$ cat src/rtl/svo_stream_timing.sv
`default_nettype none
// ============================================================================
// Module   : svo_stream_timing
// Purpose  : Buffers an AXI-Stream of 24-bit RGB pixels (tuser = start of
//            frame) in a small FIFO and replays it under a fixed raster
//            timing (default 640x480@60). Produces DE, HSYNC, VSYNC and RGB
//            for a TMDS/HDMI encoder. The stream is aligned to the raster
//            by its tuser marker; an empty FIFO during an active pixel
//            raises an underflow pulse and the block resynchronises on the
//            next frame start.
// Ports    : clk             - pixel clock
//            resetn          - synchronous active-low reset
//            in_axis_tvalid  - upstream pixel valid
//            in_axis_tready  - FIFO can accept a pixel (registered)
//            in_axis_tdata   - pixel {R,G,B}
//            in_axis_tuser   - start-of-frame marker
//            out_de          - data enable, high in active area
//            out_hsync       - horizontal sync, active low
//            out_vsync       - vertical sync, active low
//            out_rgb         - pixel data, 0 outside active area
//            underflow       - one-cycle pulse on FIFO empty in active area
//            underflow_count - saturating underflow counter (optional)
// Options  : define SVO_STREAM_UNDERFLOW_CNT_EN to add underflow_count.
// Revision : 1.0 - initial release
// ============================================================================
module svo_stream_timing #(
  parameter int H_ACTIVE   = 640,
  parameter int H_FP       = 16,
  parameter int H_SYNC     = 96,
  parameter int H_BP       = 48,
  parameter int V_ACTIVE   = 480,
  parameter int V_FP       = 10,
  parameter int V_SYNC     = 2,
  parameter int V_BP       = 33,
  parameter int FIFO_DEPTH = 16,
  parameter int BPP        = 24
) (
  input  logic           clk,
  input  logic           resetn,
  input  logic           in_axis_tvalid,
  output logic           in_axis_tready,
  input  logic [BPP-1:0] in_axis_tdata,
  input  logic           in_axis_tuser,
  output logic           out_de,
  output logic           out_hsync,
  output logic           out_vsync,
  output logic [BPP-1:0] out_rgb,
  output logic           underflow
`ifdef SVO_STREAM_UNDERFLOW_CNT_EN
  ,
  output logic [15:0]    underflow_count
`endif
);

  localparam int H_TOTAL = H_ACTIVE + H_FP + H_SYNC + H_BP;
  localparam int V_TOTAL = V_ACTIVE + V_FP + V_SYNC + V_BP;
  localparam int HW      = $clog2(H_TOTAL);
  localparam int VW      = $clog2(V_TOTAL);
  localparam int PW      = $clog2(FIFO_DEPTH);
  localparam int CW      = PW + 1;

  localparam logic [HW-1:0] H_LAST   = HW'(H_TOTAL - 1);
  localparam logic [HW-1:0] H_ACT    = HW'(H_ACTIVE);
  localparam logic [HW-1:0] HS_BEGIN = HW'(H_ACTIVE + H_FP);
  localparam logic [HW-1:0] HS_END   = HW'(H_ACTIVE + H_FP + H_SYNC - 1);
  localparam logic [VW-1:0] V_LAST   = VW'(V_TOTAL - 1);
  localparam logic [VW-1:0] V_ACT    = VW'(V_ACTIVE);
  localparam logic [VW-1:0] VS_BEGIN = VW'(V_ACTIVE + V_FP);
  localparam logic [VW-1:0] VS_END   = VW'(V_ACTIVE + V_FP + V_SYNC - 1);
  localparam logic [CW-1:0] FIFO_FULL = CW'(FIFO_DEPTH);

  typedef enum logic [0:0] {
    SYNC_WAIT = 1'b0,
    RUN       = 1'b1
  } state_t;

  // Raster counters
  logic [HW-1:0] hcnt_q, hcnt_d;
  logic [VW-1:0] vcnt_q, vcnt_d;

  // FIFO of {tuser, tdata}
  logic [BPP:0]  fifo_mem [FIFO_DEPTH];
  logic [PW-1:0] rd_ptr_q, rd_ptr_d;
  logic [PW-1:0] wr_ptr_q, wr_ptr_d;
  logic [CW-1:0] count_q, count_d;
  logic          tready_q, tready_d;

  // Control and registered outputs
  state_t        state_q, state_d;
  logic          de_q, de_d;
  logic          hsync_q, hsync_d;
  logic          vsync_q, vsync_d;
  logic [BPP-1:0] rgb_q, rgb_d;
  logic          underflow_q, underflow_d;

  logic          push;
  logic          pop;
  logic          active;
  logic          frame_start;
  logic          fifo_empty;
  logic [BPP:0]  head;
  logic          head_sof;

  always_comb begin
    // Free-running raster, independent of the stream
    hcnt_d = (hcnt_q == H_LAST) ? '0 : hcnt_q + HW'(1);
    vcnt_d = vcnt_q;
    if (hcnt_q == H_LAST) begin
      vcnt_d = (vcnt_q == V_LAST) ? '0 : vcnt_q + VW'(1);
    end

    active      = (hcnt_q < H_ACT) && (vcnt_q < V_ACT);
    frame_start = (hcnt_q == '0) && (vcnt_q == '0);
    de_d        = active;
    hsync_d     = !((hcnt_q >= HS_BEGIN) && (hcnt_q <= HS_END));
    vsync_d     = !((vcnt_q >= VS_BEGIN) && (vcnt_q <= VS_END));

    fifo_empty = (count_q == '0);
    head       = fifo_mem[rd_ptr_q];
    head_sof   = head[BPP];
    // tready_q is the registered "not full" flag, so it alone qualifies a push
    push       = in_axis_tvalid && tready_q;

    pop         = 1'b0;
    state_d     = state_q;
    rgb_d       = '0;
    underflow_d = 1'b0;

    case (state_q)
      SYNC_WAIT: begin
        if (!fifo_empty) begin
          if (!head_sof) begin
            // Leftover pixels of a broken frame: drain one per clock
            pop = 1'b1;
          end else if (frame_start) begin
            // Aligned start of frame doubles as the first active pixel
            pop     = 1'b1;
            rgb_d   = head[BPP-1:0];
            state_d = RUN;
          end
        end
      end
      RUN: begin
        if (active) begin
          if (fifo_empty) begin
            underflow_d = 1'b1;
            state_d     = SYNC_WAIT;
          end else if (head_sof && !frame_start) begin
            // Misaligned frame start: leave it at the head for the next
            // raster frame start instead of consuming it here
            state_d = SYNC_WAIT;
          end else begin
            pop   = 1'b1;
            rgb_d = head[BPP-1:0];
          end
        end
      end
      default: state_d = SYNC_WAIT;
    endcase

    rd_ptr_d = rd_ptr_q + PW'(pop);
    wr_ptr_d = wr_ptr_q + PW'(push);
    count_d  = count_q + CW'(push) - CW'(pop);
    tready_d = (count_d != FIFO_FULL);
  end

  always_ff @(posedge clk) begin
    if (!resetn) begin
      hcnt_q      <= '0;
      vcnt_q      <= '0;
      rd_ptr_q    <= '0;
      wr_ptr_q    <= '0;
      count_q     <= '0;
      tready_q    <= 1'b0;
      state_q     <= SYNC_WAIT;
      de_q        <= 1'b0;
      hsync_q     <= 1'b1;
      vsync_q     <= 1'b1;
      rgb_q       <= '0;
      underflow_q <= 1'b0;
    end else begin
      hcnt_q      <= hcnt_d;
      vcnt_q      <= vcnt_d;
      rd_ptr_q    <= rd_ptr_d;
      wr_ptr_q    <= wr_ptr_d;
      count_q     <= count_d;
      tready_q    <= tready_d;
      state_q     <= state_d;
      de_q        <= de_d;
      hsync_q     <= hsync_d;
      vsync_q     <= vsync_d;
      rgb_q       <= rgb_d;
      underflow_q <= underflow_d;
    end
  end

  // Storage needs no reset: the pointers and count define validity
  always_ff @(posedge clk) begin
    if (push) begin
      fifo_mem[wr_ptr_q] <= {in_axis_tuser, in_axis_tdata};
    end
  end

  assign in_axis_tready = tready_q;
  assign out_de         = de_q;
  assign out_hsync      = hsync_q;
  assign out_vsync      = vsync_q;
  assign out_rgb        = rgb_q;
  assign underflow      = underflow_q;

`ifdef SVO_STREAM_UNDERFLOW_CNT_EN
  logic [15:0] uf_count_q, uf_count_d;

  always_comb begin
    uf_count_d = uf_count_q;
    if (underflow_d && (uf_count_q != 16'hFFFF)) begin
      uf_count_d = uf_count_q + 16'd1;
    end
  end

  always_ff @(posedge clk) begin
    if (!resetn) begin
      uf_count_q <= '0;
    end else begin
      uf_count_q <= uf_count_d;
    end
  end

  assign underflow_count = uf_count_q;
`endif

endmodule
`default_nettype wire

$ cat config.mk
export PLATFORM = sky130hd
export DESIGN_NAME = svo_stream_timing
export DESIGN_NICKNAME = d
export VERILOG_FILES = /design/src/rtl/svo_stream_timing.sv
export SDC_FILE = /design/constraint.sdc
export NUM_CORES = 1
export LEC_CHECK = 0
export ABC_CLOCK_PERIOD_IN_PS = 9430
export BUFFER_PORTS_ARGS = -buffer_cell sky130_fd_sc_hd__buf_2
export CORE_ASPECT_RATIO = 2
export CORE_MARGIN = 2
export CORE_UTILIZATION = 40
export DETAILED_ROUTE_END_ITERATION = 8
export GPL_TIMING_DRIVEN = 1
export PLACE_DENSITY = 0.6
export SETUP_SLACK_MARGIN = 0.05
export SYNTH_ARGS = -nofsm -noshare
export SYNTH_HDL_FRONTEND = slang
export SYNTH_SLANG_ARGS = --single-unit
$ cat constraint.sdc
create_clock -name clk -period 9.43 [get_ports clk]
set_input_delay 0.943 -clock clk [delete_from_list [all_inputs] [get_ports clk]]
set_output_delay 0.943 -clock clk [all_outputs]
set_load 0.01 [all_outputs]
# After elaboration in Yosys (flattened, before gate mapping)
# Memory sizes are Yosys's and may differ from the RTL's. A register that Yosys moved wholly into a read port is not among the register bits.
# Index checks and enable logic that the tools add are counted.
dict set report classes {
  n_addsub 6
  n_lt_le_gt_ge 6
  eq_ne 3
  n_mux 23
  n_bitwise 2
  n_reduce_logical 14
}
# op count
set ops {}
lappend ops {{$mux 24} 6}
lappend ops {{$pmux 24 s2} 1}
lappend ops {{$add 10x1->10 const B} 2}
lappend ops {{$eq 10x10->1 const B} 2}
lappend ops {{$logic_not 10->1} 2}
lappend ops {{$mux 1} 12}
lappend ops {{$ge 10x10->1 const B} 1}
lappend ops {{$ge 10x9->1 const B} 1}
lappend ops {{$le 10x10->1 const B} 1}
lappend ops {{$le 10x9->1 const B} 1}
lappend ops {{$lt 10x10->1 const B} 1}
lappend ops {{$lt 10x9->1 const B} 1}
lappend ops {{$mux 10} 1}
lappend ops {{$add 4x1->4} 2}
lappend ops {{$logic_and 1x1->1} 6}
lappend ops {{$add 5x1->5} 1}
lappend ops {{$logic_not 5->1} 1}
lappend ops {{$ne 5x5->1 const B} 1}
lappend ops {{$sub 5x1->5} 1}
lappend ops {{$mux 4} 1}
lappend ops {{$pmux 1 s2} 2}
lappend ops {{$logic_not 1->1} 3}
lappend ops {{$reduce_and 3->1} 1}
lappend ops {{$not 1->1} 2}
lappend ops {{$reduce_or 2->1} 1}
dict set report word_totals {
  ff_bits 63
  mem_bits_rw 400
  elab_cells 67
  memories 1
}
# memory words word_bits rd rd_clocked_by_memory_dff wr line
set mem_list {}
lappend mem_list {fifo_mem 16 25 1 1 1 82} ;# logic [BPP:0] fifo_mem [FIFO_DEPTH];

# Logic depth before layout (Yosys ltp)
dict set report depth {
  depth_word 10
  mapped_depth 14
  depth_no_buf 14
}

# Least setup slack after synthesis
# No wires, ideal clock.
dict set report synth_timing {
  path_type {input -> register}
  startpoint {input port in_axis_tvalid}
  endpoint {memory fifo_mem[0][0] (netlist bit) (enable)}
  arrival_ns 3.151
  required_ns 8.992
  slack_ns 5.840
  cell_stages 3
  path_cell_list {nand2_1 -> or3_1 -> nor3_1}
}
dict set report synth_via {
  elab_chain_len 3
}
# item line
set synth_rtl {}
lappend synth_rtl {{from (decl)} 40} ;# input logic in_axis_tvalid,
lappend synth_rtl {{$logic_and 1x1->1} 122} ;# push = in_axis_tvalid && tready_q;
lappend synth_rtl {{$mux 1} 199} ;# if (push) begin
lappend synth_rtl {{$mux 1 (not written as such)} 200} ;# fifo_mem[wr_ptr_q] <= {in_axis_tuser, in_axis_tdata};
lappend synth_rtl {{to (decl)} 82}
# No other way between the ends.

==> flow_summary.yaml <==
outcome:
  status: "finished clean"
timing:
  slew_violations: 0
  setup_viol_count_final: 0
  hold_viol_final: 0
  relSlewSlack: 0.238
  rsz0062_at_grt: "false"
  tns_ps: 0
  fin_worst_hold_slack_ps: 488
  fin_crit_sh: 0.438
  finalClockSkew_ps: 12.3
  fmaxAchievable_mhz: 242
  worst_pin_slew_ps: 1140
  period_minus_slack_ps: 4130
final_layout:
  drive_gt1_frac: 0.286
  fin_nets: 985
  postLayoutCellArea_um2: 20100
  final.fill_count: 3729
  fin_util: 0.457
  syn2layout_area_growth_pct: 13.3
min_path:
  min-delay-start: "hcnt_q[0]"
  min_path_type: "flop to flop"
  whs_endpoint: "hcnt_q[0]"
  whs_path_depth: 1
detailed_routing:
  highest_layer: "met5"
  antenna_left: 0
  routed-wl-met3_um: 1800
  wl_per_cell_um: 24.5
  drt_drc_violations_left: 0
  firstDrtPassIters: 5
  drt-vias-per-instance: 5.53
  wl_met1_um: 15500
  drt_iter0_markers: 639
  via_count: 8459
  wl_met2_um: 19400
  drt_wl_total_um: 37500
pwr:
  totalPowerFinal_w: 0.00495
  powerDensity_nw_per_um2: 247
  ir_drop_mv: 0.156
  leakagePower_nw: 6.43
clocking:
  clockBufferDepth: 3
  ctsResizeCount: 0
  cts_tree: "done"
  root_buffer: "clkbuf_16"
  post_cts_buffers: 0
  clkTransAtPathRegs_ps: 60
  cts_num_sinks: 463
  cts_inserted_buffers: 41
  clock_latency_ps: 550
  ctsHoldBuffers: 0
  cts_max_level: 2
die:
  die_width_um: 153
  dieArea_um2: 46100
  initial_core_util: 0.403
  die_y_um: 302
  core_area_um2: 43900
  row_count: 109
  ios: 57
grt:
  antenna_found_initial: 3
  grt_pass1_wl_um: 57200
  gr-usage-all-layers: 0.166
  overflow: 0
  grt_max_degree: 56
  grt_pass1_vias: 8986
logic_synthesis:
  ys_warn_count: 0
  synth-seq-cells: 463
  synth_cell_type_count: 42
  synth_edf_count: 400
  synth_most_common_cell: "edfxtp_1"
  syn_nets: 906
  synth_common_cells: "edfxtp_1, mux4_2, dfxtp_1, inv_1, nor2_1"
  netlist_instances: 863
  seq_area_frac_synth: 0.750
  syn_area_um2: 17700
  yosys_most_used_dff: "edfxtp_1"
  synth_top_cell_by_area: "edfxtp_1"
  synth_top_area_frac: 0.679
  synthTopCellsByArea: "edfxtp_1, mux4_2, dfxtp_1"
  async_reset_ff_frac: 0
  syn-mean-instance-area_um2: 20.5
setup_path:
  r2r-end: "in_axis_tready"
  worst_ep_arrival_time_ps: 4560
  r2r-start: "rd_ptr_q[3]"
  worstSetupStartpointType: "flop"
  crit_fanout: 29
  critPathKind: "flop to flop"
  reg2reg_slack_ps: 5300
  worstPathRequired_ps: 9860
  rr_worst_depth: 11
  crit_path_end_kind: "flop"
placement:
  dpl.hpwl_um: 19900
  placed_area_um2: 18800
  portBuffers: 56
  gp_congestion: 0.735
flow_run:
  maxCapViolations: 0
## metal layers
| layer | up-vias | GRT usage |
|---|---|---|
| met5 | - | 0 |
| met4 | 6 | 0.0445 |
| met3 | 63 | 0.0263 |
| met2 | 229 | 0.293 |
| met1 | 4480 | 0.215 |
| li1 | 3681 | - |
## layout by cell type (no fill, tap or decap), types with 3 or more instances in the layout
| master | Yosys | routed |
|---|---|---|
| and2_1 | 11 | 11 |
| clkinv_2 | 0 | 5 |
| clkinv_1 | 0 | 5 |
| nand2b_1 | 3 | 3 |
| dfxtp_1 | 63 | 59 |
| bufinv_16 | 0 | 3 |
| clkbuf_1 | 27 | 13 |
| ha_1 | 14 | 14 |
| xor2_1 | 12 | 12 |
| nor4b_1 | 3 | 3 |
| mux4_2 | 123 | 123 |
| nor3_1 | 8 | 4 |
| clkbuf_8 | 0 | 3 |
| nor3_2 | 0 | 4 |
| or3_1 | 4 | 4 |
| nor2_4 | 0 | 12 |
| edfxtp_1 | 400 | 400 |
| nor2_1 | 32 | 20 |
| buf_4 | 0 | 21 |
| or4_1 | 7 | 7 |
| a31oi_1 | 25 | 25 |
| and3_1 | 5 | 5 |
| o31ai_1 | 5 | 5 |
| clkbuf_16 | 0 | 41 |
| buf_2 | 6 | 56 |
| nand3_1 | 16 | 16 |
| nand2_1 | 11 | 11 |
| inv_1 | 37 | 37 |
| nand4_1 | 5 | 5 |
| a21oi_1 | 11 | 11 |
| xnor2_1 | 6 | 6 |
## state kept, by name, summed over array words and instances, names as in the netlist
name	flops
fifo_mem	400
out_rgb	24
hcnt_q	10
vcnt_q	10
count_q	5
rd_ptr_q	4
wr_ptr_q	4
in_axis_tready	1
out_de	1
out_hsync	1
out_vsync	1
state_q	1
underflow	1
## worst max path at each step
stage                         from        endpoint  slack [ps]  cells past startpoint
finish                 rd_ptr_q[3]  in_axis_tready        5300                     11
global route           rd_ptr_q[2]  in_axis_tready        5160                     12
CTS                    rd_ptr_q[3]  in_axis_tready        5300                     11
detailed placement     rd_ptr_q[3]  in_axis_tready        5310                     11
global placement       rd_ptr_q[3]  in_axis_tready        5350                     11
floorplan           in_axis_tvalid  fifo_mem[0][0]        5840                      3
## per-stage QoR
stage               worst slack (ps)  instances
floorplan                       5840        863
detailed placement              5310       1454
global route                    5160       1529
global placement                5350       1454
finish                          5300       1530
CTS                             5300       1529
## area by class of cell
class	count	area, um^2	share of cell area
clock buffer	57	1120	0.0556
sequential	463	13300	0.662
clock inverter	18	175	0.00873
timing repair buffer	77	438	0.0218
tap	555	694	0.0346
antenna	1	2.50	0.000125
multi-input combinational	322	4220	0.210
inverter	37	139	0.00692
## power by group
group	total [W]	internal [W]	leakage [nW]	switching, W
logic	0.000932	0.000507	1.69	0.000425
registers	0.00240	0.00230	4.12	0.0000977
clock network	0.00163	0.000914	0.625	0.000712
## critical path, cell delays in order (launching register included)
cell,delay [ps]
dfxtp_2,1030
mux4_2,600
mux4_2,530
o2bb2ai_1,150
and2_1,170
ha_1,130
inv_1,40
ha_1,200
fa_1,440
xor2_1,170
or3_1,320
o31a_1,250
## logic make-up after synthesis
kind of cell / Yosys count / share of synthesized area
AOI/OAI and AO/OA: 49 / 0.0172
buffers and inverters: 78 / 0.0182
adders and majority gates: 15 / 0.0110
xor gates and xnor gates: 18 / 0.00891
muxes: 126 / 0.160
DFF: 463 / 0.750
and+or+nand+nor: 114 / 0.0348
Power figures use the tool's default switching activity.
